File: src/rtl/hazard_ctrl_pkg.sv
// Shared types for the pipeline sequencing controller: FSM state and the
// stall/flush control bundle consumed by the PC and stage registers.
package hazard_ctrl_pkg;

    typedef enum logic {
        RUN   = 1'b0,
        REDIR = 1'b1
    } ctrl_state_t;

    typedef struct packed {
        logic pc_sel;
        logic stall_pc;
        logic stall_f;
        logic stall_d;
        logic stall_e;
        logic flush_f;
        logic flush_d;
        logic flush_e;
        logic flush_m;
    } ctrl_sig_t;

endpackage

File: src/rtl/hazard_ctrl_perf_cnt.sv
// Enabled free-running performance counter; wraps modulo 2^CNT_W.
module perf_cnt #(
    parameter int CNT_W = 32
) (
    input  logic             clk,
    input  logic             reset,
    input  logic             en,
    output logic [CNT_W-1:0] count
);

    always_ff @(posedge clk or negedge reset) begin
        if (!reset)
            count <= '0;
        else if (en)
            count <= count + 1'b1;
    end

endmodule

File: src/rtl/hazard_ctrl.sv
// Stall/flush/redirect sequencing for the five-stage core, with a held
// redirect while an ibus fetch is outstanding and two performance counters.
module hazard_ctrl
    import hazard_ctrl_pkg::*;
#(
    parameter int CNT_W = 32
) (
    input  logic             clk,
    input  logic             reset,
    input  logic             i_valid,
    input  logic             i_data_ok,
    input  logic             d_valid,
    input  logic             d_data_ok,
    input  logic [4:0]       d_ra1,
    input  logic [4:0]       d_ra2,
    input  logic             d_use1,
    input  logic             d_use2,
    input  logic             e_is_load,
    input  logic [4:0]       e_rd,
    input  logic             e_redirect,
    input  logic [63:0]      e_target,
    output logic             pc_sel,
    output logic [63:0]      pc_target,
    output logic             stall_pc,
    output logic             stall_f,
    output logic             stall_d,
    output logic             stall_e,
    output logic             flush_f,
    output logic             flush_d,
    output logic             flush_e,
    output logic             flush_m,
    output logic [CNT_W-1:0] cnt_stall,
    output logic [CNT_W-1:0] cnt_redirect
);

    logic        imem_wait;
    logic        dmem_wait;
    logic        load_use;
    logic        redir_hold;
    ctrl_state_t state;
    ctrl_state_t state_nxt;
    logic [63:0] redir_tgt;
    ctrl_sig_t   ctrl;

    assign imem_wait = i_valid & ~i_data_ok;
    assign dmem_wait = d_valid & ~d_data_ok;
    assign load_use  = e_is_load & (e_rd != 5'd0) &
                       ((d_use1 & (d_ra1 == e_rd)) | (d_use2 & (d_ra2 == e_rd)));

    // A redirect can only be held when dbus is not freezing execute.
    assign redir_hold = (state == RUN) & ~dmem_wait & e_redirect & imem_wait;

    always_ff @(posedge clk or negedge reset) begin
        if (!reset) begin
            state     <= RUN;
            redir_tgt <= '0;
        end else begin
            state <= state_nxt;
            if (redir_hold)
                redir_tgt <= e_target;
        end
    end

    always_comb begin
        state_nxt = state;
        case (state)
            RUN:     if (redir_hold) state_nxt = REDIR;
            REDIR:   if (!dmem_wait && !imem_wait) state_nxt = RUN;
            default: state_nxt = RUN;
        endcase
    end

    always_comb begin
        ctrl      = '0;
        pc_target = '0;
        if (!reset) begin
            ctrl.flush_f = 1'b1;
            ctrl.flush_d = 1'b1;
            ctrl.flush_e = 1'b1;
            ctrl.flush_m = 1'b1;
        end else begin
            pc_target = (state == REDIR) ? redir_tgt : e_target;
            if (dmem_wait) begin
                ctrl.stall_pc = 1'b1;
                ctrl.stall_f  = 1'b1;
                ctrl.stall_d  = 1'b1;
                ctrl.stall_e  = 1'b1;
                ctrl.flush_m  = 1'b1;
            end else if (state == REDIR) begin
                // Every word fetched here is wrong-path, including the one that completes.
                ctrl.flush_f = 1'b1;
                if (imem_wait)
                    ctrl.stall_pc = 1'b1;
                else
                    ctrl.pc_sel = 1'b1;
            end else if (e_redirect) begin
                ctrl.flush_f = 1'b1;
                ctrl.flush_d = 1'b1;
                if (imem_wait)
                    ctrl.stall_pc = 1'b1;
                else
                    ctrl.pc_sel = 1'b1;
            end else if (load_use) begin
                ctrl.stall_pc = 1'b1;
                ctrl.stall_f  = 1'b1;
                ctrl.flush_e  = 1'b1;
            end else if (imem_wait) begin
                ctrl.stall_pc = 1'b1;
                ctrl.flush_f  = 1'b1;
            end
        end
    end

    assign pc_sel   = ctrl.pc_sel;
    assign stall_pc = ctrl.stall_pc;
    assign stall_f  = ctrl.stall_f;
    assign stall_d  = ctrl.stall_d;
    assign stall_e  = ctrl.stall_e;
    assign flush_f  = ctrl.flush_f;
    assign flush_d  = ctrl.flush_d;
    assign flush_e  = ctrl.flush_e;
    assign flush_m  = ctrl.flush_m;

    perf_cnt #(.CNT_W(CNT_W)) u_cnt_stall (
        .clk   (clk),
        .reset (reset),
        .en    (ctrl.stall_pc),
        .count (cnt_stall)
    );

    perf_cnt #(.CNT_W(CNT_W)) u_cnt_redirect (
        .clk   (clk),
        .reset (reset),
        .en    (ctrl.pc_sel),
        .count (cnt_redirect)
    );

endmodule

File: config.mk
export PLATFORM = sky130hd
export DESIGN_NAME = hazard_ctrl
export DESIGN_NICKNAME = d
export VERILOG_FILES = /design/src/rtl/hazard_ctrl_pkg.sv /design/src/rtl/hazard_ctrl_perf_cnt.sv /design/src/rtl/hazard_ctrl.sv
export SDC_FILE = /design/constraint.sdc
export NUM_CORES = 1
export LEC_CHECK = 0
export BUFFER_PORTS_ARGS = -buffer_cell sky130_fd_sc_hd__buf_2
export CAP_MARGIN = 30
export CORE_ASPECT_RATIO = 1.25
export CORE_MARGIN = 2
export CORE_UTILIZATION = 50
export DETAILED_ROUTE_END_ITERATION = 6
export PLACE_DENSITY = 0.78
export SETUP_SLACK_MARGIN = 0.3
export SLEW_MARGIN = 10
export SYNTH_ARGS = -nofsm -noshare
export SYNTH_HDL_FRONTEND = slang
export SYNTH_SLANG_ARGS = --single-unit
File: constraint.sdc
create_clock -name clk -period 3 [get_ports clk]
set_input_delay 0.15 -clock clk [delete_from_list [all_inputs] [get_ports clk]]
set_output_delay 0.15 -clock clk [all_outputs]
set_load 0.02 [all_outputs]
# Word-level counts from Yosys, hierarchy flattened
# Cells that the tools add are included.
op_classes:
  add_sub_neg: 2
  multipliers: 0
  n_div: 0
  magnitude_cmp: 0
  eq_ne: 2
  shift: 0
  muxes: 26
  bitwise_logic: 14
  reduce_logical: 4
ops:
  columns: ["operator", "count"]
  rows:
  - ["64-bit 2-to-1 mux", 2]
  - ["32-bit by 1-bit adder with 32-bit output (second input constant)", 2]
  - ["1-bit 2-to-1 mux", 16]
  - ["5-bit == test", 2]
  - ["1-bit bitwise AND", 9]
  - ["2-bit 2-to-1 mux", 4]
  - ["5-bit 2-to-1 mux", 1]
  - ["5-bit nonzero test", 1]
  - ["4-bit 2-to-1 mux", 1]
  - ["1-bit NOT", 4]
  - ["3-bit 2-to-1 mux", 1]
  - ["1-bit zero test", 2]
  - ["1-bit case mux with 2 select lines", 1]
  - ["1-bit logical AND", 1]
  - ["1-bit OR", 1]
totals:
  reg_bits: 129
  latch_bits: 0
  mem_bits_rw: 0
  rom_bits: 0
  input_bits: 89
  output_inout_bits: 137
  n_memories: 0

# Longest topological paths before layout
# Gate-level depths: netlist of the first run.
logic_depth:
  depth_word: 9
  ltp_mapped: 8

# Cells and area by module
# Synthesis of the first run repeated with hierarchy kept, for this count alone.
hier_totals:
  cells_unflattened: 562
  hier_area_um2: 6749.0
modules_own_cells:
  columns: ["mod", "n_inst", "cells_each", "area_per_inst_um2", "seq_area_each_um2"]
  rows:
  - ["hazard_ctrl", 1, 316, 3851.2, 1626.6]
  - ["perf_cnt", 2, 123, 1448.9, 800.8]

# Least setup slack after synthesis of the first run
# Ideal clock, no wire load.
synth_timing:
  kind: "register -> register"
  startpoint: "register state"
  endpoint: "register u_cnt_redirect.count[22]"
  t_arrival_ps: 1795
  t_required_ps: 2870
  path_slack_ps: 1075
  stages_incl_launch_ff: 9
  synth_period_minus_slack_ps: 1925
  path_cell_list: "dfrtp_1 > buf_2 > nor2_1 > nor4_4 > and3_1 > and3_1 > buf_4 > nand4_1 > xnor2_1"
synth_via:
  elab_chain_cells: 3
synth_lines:
  columns: ["element", "line", "text"]
  rows:
  - ["start: declaration", "hazard_ctrl.sv:40", "ctrl_state_t state;"]
  - ["start signal: assignment", "hazard_ctrl.sv:58", "state <= state_nxt;"]
  - ["2-bit 2-to-1 mux", "hazard_ctrl.sv:89", "end else if (state == REDIR) begin"]
  - ["1-bit 2-to-1 mux", "hazard_ctrl.sv:83", "if (dmem_wait) begin"]
  - ["5-bit 2-to-1 mux", "hazard_ctrl.sv:76", "if (!reset) begin"]
  - ["net pc_sel", "hazard_ctrl.sv:22", "output logic pc_sel,"]
  - ["end signal: assignment", "hazard_ctrl_perf_cnt.sv:15", "count <= count + 1'b1;"]
  - ["end: declaration", "hazard_ctrl_perf_cnt.sv:8", "output logic [CNT_W-1:0] count"]
# The timed path passes the listed nets, and every way through them passes these cells.
# A chain may end at the register's enable or synchronous reset.

# Worst setup path in the final report of the first run
layout_timing:
  startpoint: "register state"
  endpoint: "output stall_pc"
layout_via:
  elab_chain_cells: 3
layout_lines:
  columns: ["element", "line", "text"]
  rows:
  - ["2-bit 2-to-1 mux", "hazard_ctrl.sv:89", null]
  - ["2-bit 2-to-1 mux", "hazard_ctrl.sv:83", null]
  - ["5-bit 2-to-1 mux", "hazard_ctrl.sv:76", null]
  - ["end: declaration", "hazard_ctrl.sv:24", "output logic stall_pc,"]
# No other way between the ends.

==> out/results.ini, run 1 <==
[critical_path]
critPathTopFamily = buffers and inverters
setup.worst_path.start_class = flop
wp_depth = 7
cp_slowest_cell = sky130_fd_sc_hd__dfrtp_4
critPathCaptureType = output port
worst-path-buf-inv = 3
reg2reg_depth = 6
critical_path.cell_chain = nor2_1 > o311a_1 > a21boi_2 > buf_4 > nand2b_1 > inv_2 > buf_2
critical_path_fanouts_max = 31
critical_path_arrival_ps = 2200
required_ps = 2850
critPathMaxStageDelay_ps = 480
crit_type = flop to output port

[synthesis]
synth_top_area_frac = 0.498
syn_inst = 579
ys_types = 37
number_of_storage_elements_in_the_synthesis_netlist = 129
netlist_top_cells_count = sky130_fd_sc_hd__dfrtp_1 (129), sky130_fd_sc_hd__nor2_1 (81), sky130_fd_sc_hd__mux2_2 (65)
synth.most_common_cell = sky130_fd_sc_hd__dfrtp_1
synth_area_sq_um = 6480
leading_area_contributor_after_synthesis = sky130_fd_sc_hd__dfrtp_1
dominant_combinational_cell_family_by_area_after_synthesis = multiplexers
yosys.area_share.adder = 0.00386
synth_simple_gate_area_frac = 0.155
synth_compound_gate_area_share = 0.00810
yosys-mux-area-fraction = 0.214
synth-edff-count = 0
syn-num-nets = 670
warning_count_from_the_yosys_run = 0
post_synth_xor_area_fraction = 0.0972
synth_ff_type = sky130_fd_sc_hd__dfrtp_1
ys_seq_area_frac = 0.498
synth_top_cells_by_area = sky130_fd_sc_hd__dfrtp_1 (50%), sky130_fd_sc_hd__mux2_2 (11%), sky130_fd_sc_hd__mux2i_1 (9.9%)
post_synth.cell_area_avg_sq_um = 11.2
synth-async-reset-ratio = 1.00

[status]
run_status = completed

[placement]
placed_cell_area_sq_um = 7760
gp_routability_congestion = 0.906
place_hpwl_mm = 11.3
portBuffers = 225

[layout]
filler_cell_count = 912
num-nets-final = 954
post_route_cells_drive_above_1_share = 0.387
layout-area-overhead-vs-synth_pct = 38.6
total_non_filler_cell_area_in_the_finished_layout_sq_um = 8990

[pwr]
total_power_mw = 5.50
power.ir.vdd_worst_uv = 341
powerDensity_nw_per_um2 = 612
leakagePower_nw = 4.51

[clock_tree]
path_clk_slew_ps = 50
inserted_clock_buffers = 17
tritoncts = yes
cts-htree-levels = 4
clock_latency_on_the_worst_skew_pair_ps = 410
cts_buffer_depth = 2
root_buffer = sky130_fd_sc_hd__clkbuf_16
cts_post_setup_buffers_inserted = 0
clock_sinks = 129

[route]
routedWlPerCell_um = 16.4
route.detailed.vias_per_inst = 5.31
vias = 5558
detailroute.wirelength.met3_mm = 1.03
wirelength_met1_mm = 6.64
drcViolationCount = 0
met2WireLength_mm = 9.17
route.antenna.remaining_nets = 0
initial_drc_count = 170
number_of_iterations_in_the_first_detailed_routing_pass = 4
top_layer = met4
routed_wirelength_mm = 17.2

[global_routing]
via_count_of_the_first_global_routing_pass = 5905
groute.usage.overall = 0.252
wire_length_of_the_first_global_routing_pass_mm = 28.2
globalRoute.totalOverflow = 0
antenna_found_initial = 1
grt_start_max_net_pins = 71

[job]
max_cap_viol_count = 0

[worst_hold_path]
timing.hold.worst.class = input port to flop
timing.hold.worst_path_depth = 2

[timing]
timing.clock.skew_ps = 11.2
layout_worst_path_cycle_share = 0.782
finalSetupViolCount = 0
rsz0062_at_grt = false
post-route-min-period_ps = 2350
final-max-slew-violation-count = 0
max_slew_margin = 0.442
finalHoldViolations = 0
worst_pin_slew_ps = 838
max_freq_mhz = 426
finalSetupTns_ps = 0

[floorplan]
rows = 46
ios = 226
die_h_um = 131
core_sq_um = 12700
floorplan.die_area_sq_um = 13900
chipWidth_um = 106
effective_utilization_at_floorplan = 0.512

cell usage in the layout, fill, tap and decap left out, types with 4 or more instances in the layout:
cell / instances
sky130_fd_sc_hd__buf_4: 8
sky130_fd_sc_hd__buf_2: 224
sky130_fd_sc_hd__xor2_1: 30
sky130_fd_sc_hd__clkbuf_16: 17
sky130_fd_sc_hd__nand3_1: 15
sky130_fd_sc_hd__mux2_2: 65
sky130_fd_sc_hd__inv_1: 4
sky130_fd_sc_hd__dfrtp_1: 128
sky130_fd_sc_hd__and4_1: 5
sky130_fd_sc_hd__nand3b_1: 4
sky130_fd_sc_hd__mux2i_1: 64
sky130_fd_sc_hd__dlygate4sd3_1: 59
sky130_fd_sc_hd__nor4_1: 9
sky130_fd_sc_hd__clkinv_4: 4
sky130_fd_sc_hd__nor2_1: 81
sky130_fd_sc_hd__nor3_1: 14
sky130_fd_sc_hd__nand2_1: 33
sky130_fd_sc_hd__xnor2_1: 42
sky130_fd_sc_hd__and3_1: 11
sky130_fd_sc_hd__nand4_1: 13
stage by stage:
step / utilization / cells / setup WS (ps) / hold slack, ps
CTS: 0.707 / 1042 / 646 / 0.266
global placement: 0.613 / 952 / 949 / 396
detailed placement: 0.613 / 952 / 921 / 401
global route: 0.710 / 1045 / 542 / 1.16
floorplan: - / 579 / 1080 / -146
finish: 0.710 / 1046 / 654 / 16.0
final timing paths:
| check | slack (ps) | start | endpoint |
|---|---|---|---|
| worst max-delay path | 650 | state | stall_pc |
| worst min register to register | 460 | u_cnt_stall.count[31] | u_cnt_stall.count[31] |
| min in group asynchronous | 560 | reset | u_cnt_stall.count[2] |
| worst max register to register | 950 | state | u_cnt_redirect.count[31] |
| max in group asynchronous | 1440 | reset | u_cnt_redirect.count[26] |
| worst min-delay path | 20 | e_target[57] | redir_tgt[57] |
registers in the layout (all words and copies together) (netlist names):
signal,count
redir_tgt,64
state,1
u_cnt_redirect.count,32
u_cnt_stall.count,32
layer usage:
metal  up-vias  GRT usage
met4         0     0.0994
li1       2586          -
met5         -          0
met2       217      0.450
met1      2720      0.281
met3        35     0.0719
timing repair:
item,4_1_cts,5_1_grt
endpoints found under the setup margin,0,0
hold endpoints to repair,117,1
gates resized for setup,0,0
hold buffers,58,1
power breakdown:
| group | internal [mW] | total, mW | leakage [nW] | switching (mW) |
|---|---|---|---|---|
| Sequential | 2.02 | 2.23 | 1.63 | 0.210 |
| Clock | 1.33 | 2.10 | 0.291 | 0.768 |
| Combinational | 0.547 | 1.17 | 2.59 | 0.621 |
| Total | 3.91 | 5.50 | 4.51 | 1.60 |
worst register-to-register path, delay by kind of cell (launching register included):
kind / cells / cell delay (ps)
XOR/XNOR: 1 / 160
flip-flops: 1 / 420
AND/OR/NAND/NOR: 5 / 1420
logic make-up after synthesis:
kind of cell / Yosys count
compound gates: 8
xor+xnor: 72
fa+ha+maj: 2
buf+inv: 34
flops: 129
mux: 130
simple gates: 204
cell type report:
cell class	instances	area, sq um	area share
inverters	6	22.5	0.00251
clock inverters	12	159	0.0177
multi-input cells	416	3100	0.345
clock buffers	20	447	0.0497
flip-flops and latches	129	3230	0.360
repair buffers	293	1810	0.201
diodes	2	5.00	0.000557
well taps	168	210	0.0234
Note: power is estimated with default switching activity, not from simulation.
==> run 2: changes to the inputs <==
ABC_AREA = 1   (was default)
CORE_UTILIZATION = 48   (was 50)
PLACE_DENSITY = 0.76   (was 0.78)
clock period = 2.05 ns   (was 3 ns; I/O delays follow)
==> run 2 against run 1 <==
First-iteration DRC count grew to 4.2 times the previous value. Non-clock buffer count is 30 higher. Die area up 22%. Critical path type unchanged. Sequential cell count is the same. Sequential share of layout area is 5.7 points lower. Largest power group unchanged. Cell count increased by 55%. Clock skew is 2.5 ps lower. Total power up 54%.
==> out/results.ini, run 2 <==
[layout]
finish.cell_count_without_fillers = 1625
top_regs = redir_tgt (64), u_cnt_redirect.count (32), u_cnt_stall.count (32)
total_non_filler_cell_area_in_the_finished_layout_sq_um = 10700
layout-area-overhead-vs-synth_pct = 39.4
finish.utilization = 0.683
n_antenna_cell = 0
commonest_cells_after_routing_fill_and_taps_aside = sky130_fd_sc_hd__nand2_1 (357), sky130_fd_sc_hd__buf_2 (181), sky130_fd_sc_hd__o21ai_0 (135), sky130_fd_sc_hd__dfrtp_1 (126), sky130_fd_sc_hd__inv_1 (114)
num-nets-final = 1491
post_route_cells_drive_above_1_share = 0.238
largest_reg_flops = 64
mostFrequentLayoutCell = sky130_fd_sc_hd__nand2_1
max_flop_register = redir_tgt
filler_cell_count = 1251

[critical_path]
crit_type = flop to output port
critical_register_to_register_path_startpoint = state
critical_path.cell_chain = inv_8 > buf_12 > o21ai_0 > a21oi_1 > buf_2
reg2reg_depth = 10
critPathCaptureType = output port
setup.worst_path.start_class = flop
required_ps = 1950
critical_path_fanouts_max = 32
reg2reg_to = u_cnt_redirect.count[23]
r2r_slack_ps = 430
endpoint = pc_target[40]
critPathMaxStageDelay_ps = 470
critical_path_arrival_ps = 1690
cp_slowest_cell = sky130_fd_sc_hd__dfrtp_2
crit_path_start = state

[floorplan]
rows = 51
core_sq_um = 15600
die_h_um = 145
ios = 226
effective_utilization_at_floorplan = 0.490
chipWidth_um = 117
floorplan.die_area_sq_um = 17000

[clock_tree]
root_buffer = sky130_fd_sc_hd__clkbuf_16
cts-htree-levels = 4
path_clk_slew_ps = 60
clock_latency_on_the_worst_skew_pair_ps = 420
clock_sinks = 129
inserted_clock_buffers = 17
tritoncts = yes
cts_buffer_depth = 2

[timing]
worst_pin_slew_ps = 748
timing.clock.skew_ps = 8.66
layout_worst_path_cycle_share = 0.872
post-route-min-period_ps = 1790
max_slew_margin = 0.500
finalSetupViolCount = 0
final.setup.worst_slack_ps = 262
finalSetupTns_ps = 0
max_freq_mhz = 559
rsz0062_at_grt = true
timing.hold.ws_ps = 0.286
final-max-slew-violation-count = 0
finalHoldViolations = 0

[global_routing]
antenna_found_initial = 0
grt_start_max_net_pins = 97
via_count_of_the_first_global_routing_pass = 7962
groute.usage.overall = 0.281
globalRoute.totalOverflow = 0
wire_length_of_the_first_global_routing_pass_mm = 38.2

[job]
max_cap_viol_count = 0

[synthesis]
synth_top_area_frac = 0.421
synth_top_cells_by_area = sky130_fd_sc_hd__dfrtp_1 (42%), sky130_fd_sc_hd__nand2_1 (17%), sky130_fd_sc_hd__o21ai_0 (8.9%)
warning_count_from_the_yosys_run = 0
yosys-mux-area-fraction = 0
synth.most_common_cell = sky130_fd_sc_hd__nand2_1
netlist_top_cells_count = sky130_fd_sc_hd__nand2_1 (357), sky130_fd_sc_hd__o21ai_0 (137), sky130_fd_sc_hd__dfrtp_1 (129)
synth_compound_gate_area_share = 0.132
leading_area_contributor_after_synthesis = sky130_fd_sc_hd__dfrtp_1
dominant_combinational_cell_family_by_area_after_synthesis = simple AND/OR/NAND/NOR gates
synth_area_sq_um = 7660
synth_simple_gate_area_frac = 0.313
ys_types = 27
yosys.area_share.adder = 0.00327
syn-num-nets = 1194
synth-async-reset-ratio = 1.00
synth_ff_type = sky130_fd_sc_hd__dfrtp_1
syn_inst = 1103
post_synth.cell_area_avg_sq_um = 6.95
synth-edff-count = 0
number_of_storage_elements_in_the_synthesis_netlist = 129
post_synth_xor_area_fraction = 0.0389
ys_seq_area_frac = 0.421

[route]
top_layer = met4
initial_drc_count = 710
route.detailed.vias_per_inst = 5.26
routed_wirelength_mm = 24.4
routedWlPerCell_um = 15.0
wirelength_met1_mm = 9.54
met2WireLength_mm = 12.2
drcViolationCount = 0
route.antenna.remaining_nets = 0
number_of_iterations_in_the_first_detailed_routing_pass = 6
vias = 8554
detailroute.wirelength.met3_mm = 1.92

[pwr]
power.ir.vdd_worst_uv = 519
leakagePower_nw = 5.58
total_power_mw = 8.49
powerDensity_nw_per_um2 = 795

[placement]
detailedPlace.worstSlack_ps = 379
portBuffers = 225
place_hpwl_mm = 14.7
dp.cells = 1506
gp_routability_congestion = 0.930
placed_cell_area_sq_um = 9010

[worst_hold_path]
timing.hold.worst.class = input port to async pin

[status]
run_status = completed

run 2: cell count changes in the layout (fill, tap and decap cells not counted), sizes merged, moves of 30 or more:
cell / change
a21oi: +63
mux2i: -64
inv: +116
xnor2: -30
nand3: +45
nand2: +330
o21ai: +134
mux2: -66
run 2: where the power goes:
part,internal (mW),switching [mW]
clock network,2.09,1.13
logic,0.752,1.19
registers,2.96,0.370
run 2: cells by family (layout without fill, tap and decap cells):
group                    Yosys count  count (layout)
XOR/XNOR                          34              34
buffers and inverters            172             480
AO/OA/AOI/OAI                    202             202
AND/OR/NAND/NOR                  564             566
adder cells (fa/ha/maj)            2               2
flip-flops                       129             129
run 2: area by class of cell:
cell class	instances	area [sq um]	share of cell area
Timing Repair Buffer	323	2250	0.211
Multi-Input combinational cell	804	3830	0.358
Clock inverter	10	158	0.0148
Tap cell	212	265	0.0248
Timing Repair inverter	2	13.8	0.00129
Clock buffer	22	464	0.0435
Inverter	123	473	0.0443
Sequential cell	129	3230	0.303
run 2: critical path: cells and delay by family, from the launching register on:
| kind | cells | cell delay [ps] |
|---|---|---|
| buf+inv | 3 | 490 |
| flops | 1 | 470 |
| compound gates | 2 | 300 |
run 2: layer usage:
metal  vias to the layer above  GRT usage
li1                       4087          -
met1                      3957      0.345
met2                       436      0.467
met3                        74     0.0727
met4                         0      0.111
met5                         -          0
run 2: how the worst min path moves through the flow:
stage               startpoint                        to  slack [ps]
global placement         reset             redir_tgt[46]           6
global route             reset   u_cnt_redirect.count[9]          70
finish                   reset   u_cnt_redirect.count[9]         0.3
floorplan                reset              redir_tgt[0]        -190
CTS                      reset  u_cnt_redirect.count[31]          60
detailed placement       reset             redir_tgt[46]           4
run 2: repair_timing:
action	4_1_cts	5_1_grt
hold buffers	69	0
cloned	3	1
resized for setup	9	74
pin swaps	2	6
endpoints found under the setup margin	62	150
setup buffers	3	11
hold endpoints to repair	129	0
==> run 3: changes to the inputs <==
CTS_BUF_LIST = sky130_fd_sc_hd__clkbuf_16   (was default)
GPL_ROUTABILITY_DRIVEN = 0   (was default)
HOLD_SLACK_MARGIN = 0.1   (was default)
==> run 3 against run 2 <==
Highest routed layer unchanged. Largest power group unchanged. Register-to-register slack about the same. Maximum frequency down 3.0%. Clock-buffer cell count down 5. Utilization up 1.7 points. Final area up 2.5%. Via count up 3.9%. Sequential share of layout area down 0.74 points. Sequential cell count unchanged.
==> out/results.ini, run 3 (same netlist as run 2, synthesis figures left out) <==
[status]
run_status = completed

[pwr]
cell_internal_pwr_mw = 5.77
switching_power_mw = 2.81
leakagePower_nw = 5.69
power.share.sequential = 0.392
netSwitchingFraction = 0.327
power.ir.vdd_worst_uv = 514
pwr-share-clk = 0.365
total_power_mw = 8.58
comb_pwr_share = 0.243
powerDensity_nw_per_um2 = 784

[timing]
finalSetupTns_ps = 0
finalSetupViolCount = 0
post-route-min-period_ps = 1840
layout_worst_path_cycle_share = 0.899
max_freq_mhz = 542
finalHoldViolations = 0
timing.clock.skew_ps = 7.64
rsz0062_at_grt = true
final-max-slew-violation-count = 0
worst_pin_slew_ps = 765
max_slew_margin = 0.488

[critical_path]
critPathMaxStageDelay_ps = 470
setup.worst_path.start_class = flop
required_ps = 1950
critical_path_fanouts_max = 4
critical_path_arrival_ps = 1740
crit_type = flop to output port
critPathMostFrequentCell = sky130_fd_sc_hd__buf_4
cp_slowest_cell = sky130_fd_sc_hd__dfrtp_2
critPathCaptureType = output port
critical_path.cell_chain = buf_4 > inv_4 > buf_4 > o21ai_0 > a21oi_1 > buf_4

[job]
max_cap_viol_count = 0

[worst_hold_path]
timing.hold.worst.class = input port to flop

[layout]
largest_reg_flops = 64
mostFrequentLayoutCell = sky130_fd_sc_hd__nand2_1
max_flop_register = redir_tgt
num-nets-final = 1501
multi_input_comb_area_sq_um = 3930
n_antenna_cell = 0
post_route_cells_drive_above_1_share = 0.261
layout-area-overhead-vs-synth_pct = 42.9
commonest_cells_after_routing_fill_and_taps_aside = sky130_fd_sc_hd__nand2_1 (357), sky130_fd_sc_hd__buf_2 (171), sky130_fd_sc_hd__o21ai_0 (131), sky130_fd_sc_hd__dfrtp_1 (126), sky130_fd_sc_hd__inv_1 (117)
top_regs = redir_tgt (64), u_cnt_redirect.count (32), u_cnt_stall.count (32)
finish.utilization = 0.700
filler_cell_count = 1184
ff_latch_area_sq_um = 3230

[floorplan]
ios = 226
floorplan.die_area_sq_um = 17000
chipWidth_um = 117
effective_utilization_at_floorplan = 0.490
die_h_um = 145
core_sq_um = 15600
rows = 51

[route]
drcViolationCount = 0
routedWlPerCell_um = 16.5
vias = 8887
routed_wirelength_mm = 26.9
number_of_iterations_in_the_first_detailed_routing_pass = 5
route.antenna.remaining_nets = 0
initial_drc_count = 727
route.detailed.vias_per_inst = 5.44

[clock_tree]
clock_sinks = 129
clock_latency_on_the_worst_skew_pair_ps = 420
root_buffer = sky130_fd_sc_hd__clkbuf_16
inserted_clock_buffers = 17
path_clk_slew_ps = 50
cts-htree-levels = 4
cts_buffer_depth = 2
tritoncts = yes

[global_routing]
top_usage_layer = met2
grt.met1_usage = 0.343
globalRoute.totalOverflow = 0
gr_layer_usage_met3 = 0.0735
wire_length_of_the_first_global_routing_pass_mm = 38.3
grt_start_max_net_pins = 97
via_count_of_the_first_global_routing_pass = 7968
gr-usage-met2 = 0.471
groute.usage.overall = 0.283
antenna_found_initial = 0

[placement]
portBuffers = 225
place_hpwl_mm = 14.7

-- run 3: area by class of cell --
cell class | instances | share of cell area
Clock inverter | 15 | 0.0161
Tap cell | 212 | 0.0242
Timing Repair Buffer | 332 | 0.222
Inverter | 123 | 0.0432
Multi-Input combinational cell | 804 | 0.359
Timing Repair inverter | 3 | 0.00206
Sequential cell | 129 | 0.295
Clock buffer | 17 | 0.0389
-- run 3: power groups by stage --
stage / Combinational, mW / Clock (mW) / Sequential, mW
finish: 2.09 / 3.13 / 3.36
global route: 2.25 / 3.29 / 3.40
CTS: 1.79 / 3.17 / 3.30
detailed placement: 1.65 / 0 / 3.33
global placement: 1.61 / 0 / 3.31
floorplan: 0.926 / 0 / 3.40
-- run 3: stage by stage --
stage | setup slack, ps | hold slack [ps] | instance area (sq um) | instances
6_report | 206 | 221 | 10900 | 1635
2_1_floorplan | 404 | -193 | 7660 | 1103
3_5_place_dp | 379 | 3.74 | 9010 | 1506
5_1_grt | 155 | 274 | 10900 | 1635
3_3_place_gp | 440 | 5.63 | 9010 | 1506
4_1_cts | 221 | 215 | 10400 | 1614
-- run 3: what timing repair did --
| item | 4_1_cts | 5_1_grt |
|---|---|---|
| buffers inserted | 3 | 16 |
| hold buffers | 70 | 0 |
| pin swaps | 2 | 6 |
| resized for setup | 9 | 125 |
| endpoints found under the setup margin | 62 | 182 |
| endpoints found under the hold margin | 129 | 0 |
| cloned | 3 | 5 |
-- run 3: path summary, 6_finish.rpt --
kind	startpoint	end	slack [ps]	cells after the start
max	state	pc_target[8]	210	6
min	e_redirect	redir_tgt[6]	220	6
max reg2reg	state	u_cnt_redirect.count[23]	420	10
min reg2reg	redir_tgt[2]	redir_tgt[2]	480	2
max in group asynchronous	reset	redir_tgt[45]	450	4
min in group asynchronous	reset	u_cnt_redirect.count[31]	600	4
-- run 3: metal layers --
layer / vias to the layer above / routed length (um) / share of wire
li1: 4105 / - / -
met1: 4113 / 9870 / 0.37
met2: 563 / 13700 / 0.51
met3: 106 / 2320 / 0.086
met4: 0 / 1070 / 0.040
met5: - / 0 / 0
-- run 3: worst max-delay path, delay by kind of cell, from the launching register on --
kind	cells	cell delay, ps
buffers and inverters	4	560
DFF	1	470
AOI/OAI and AO/OA	2	300
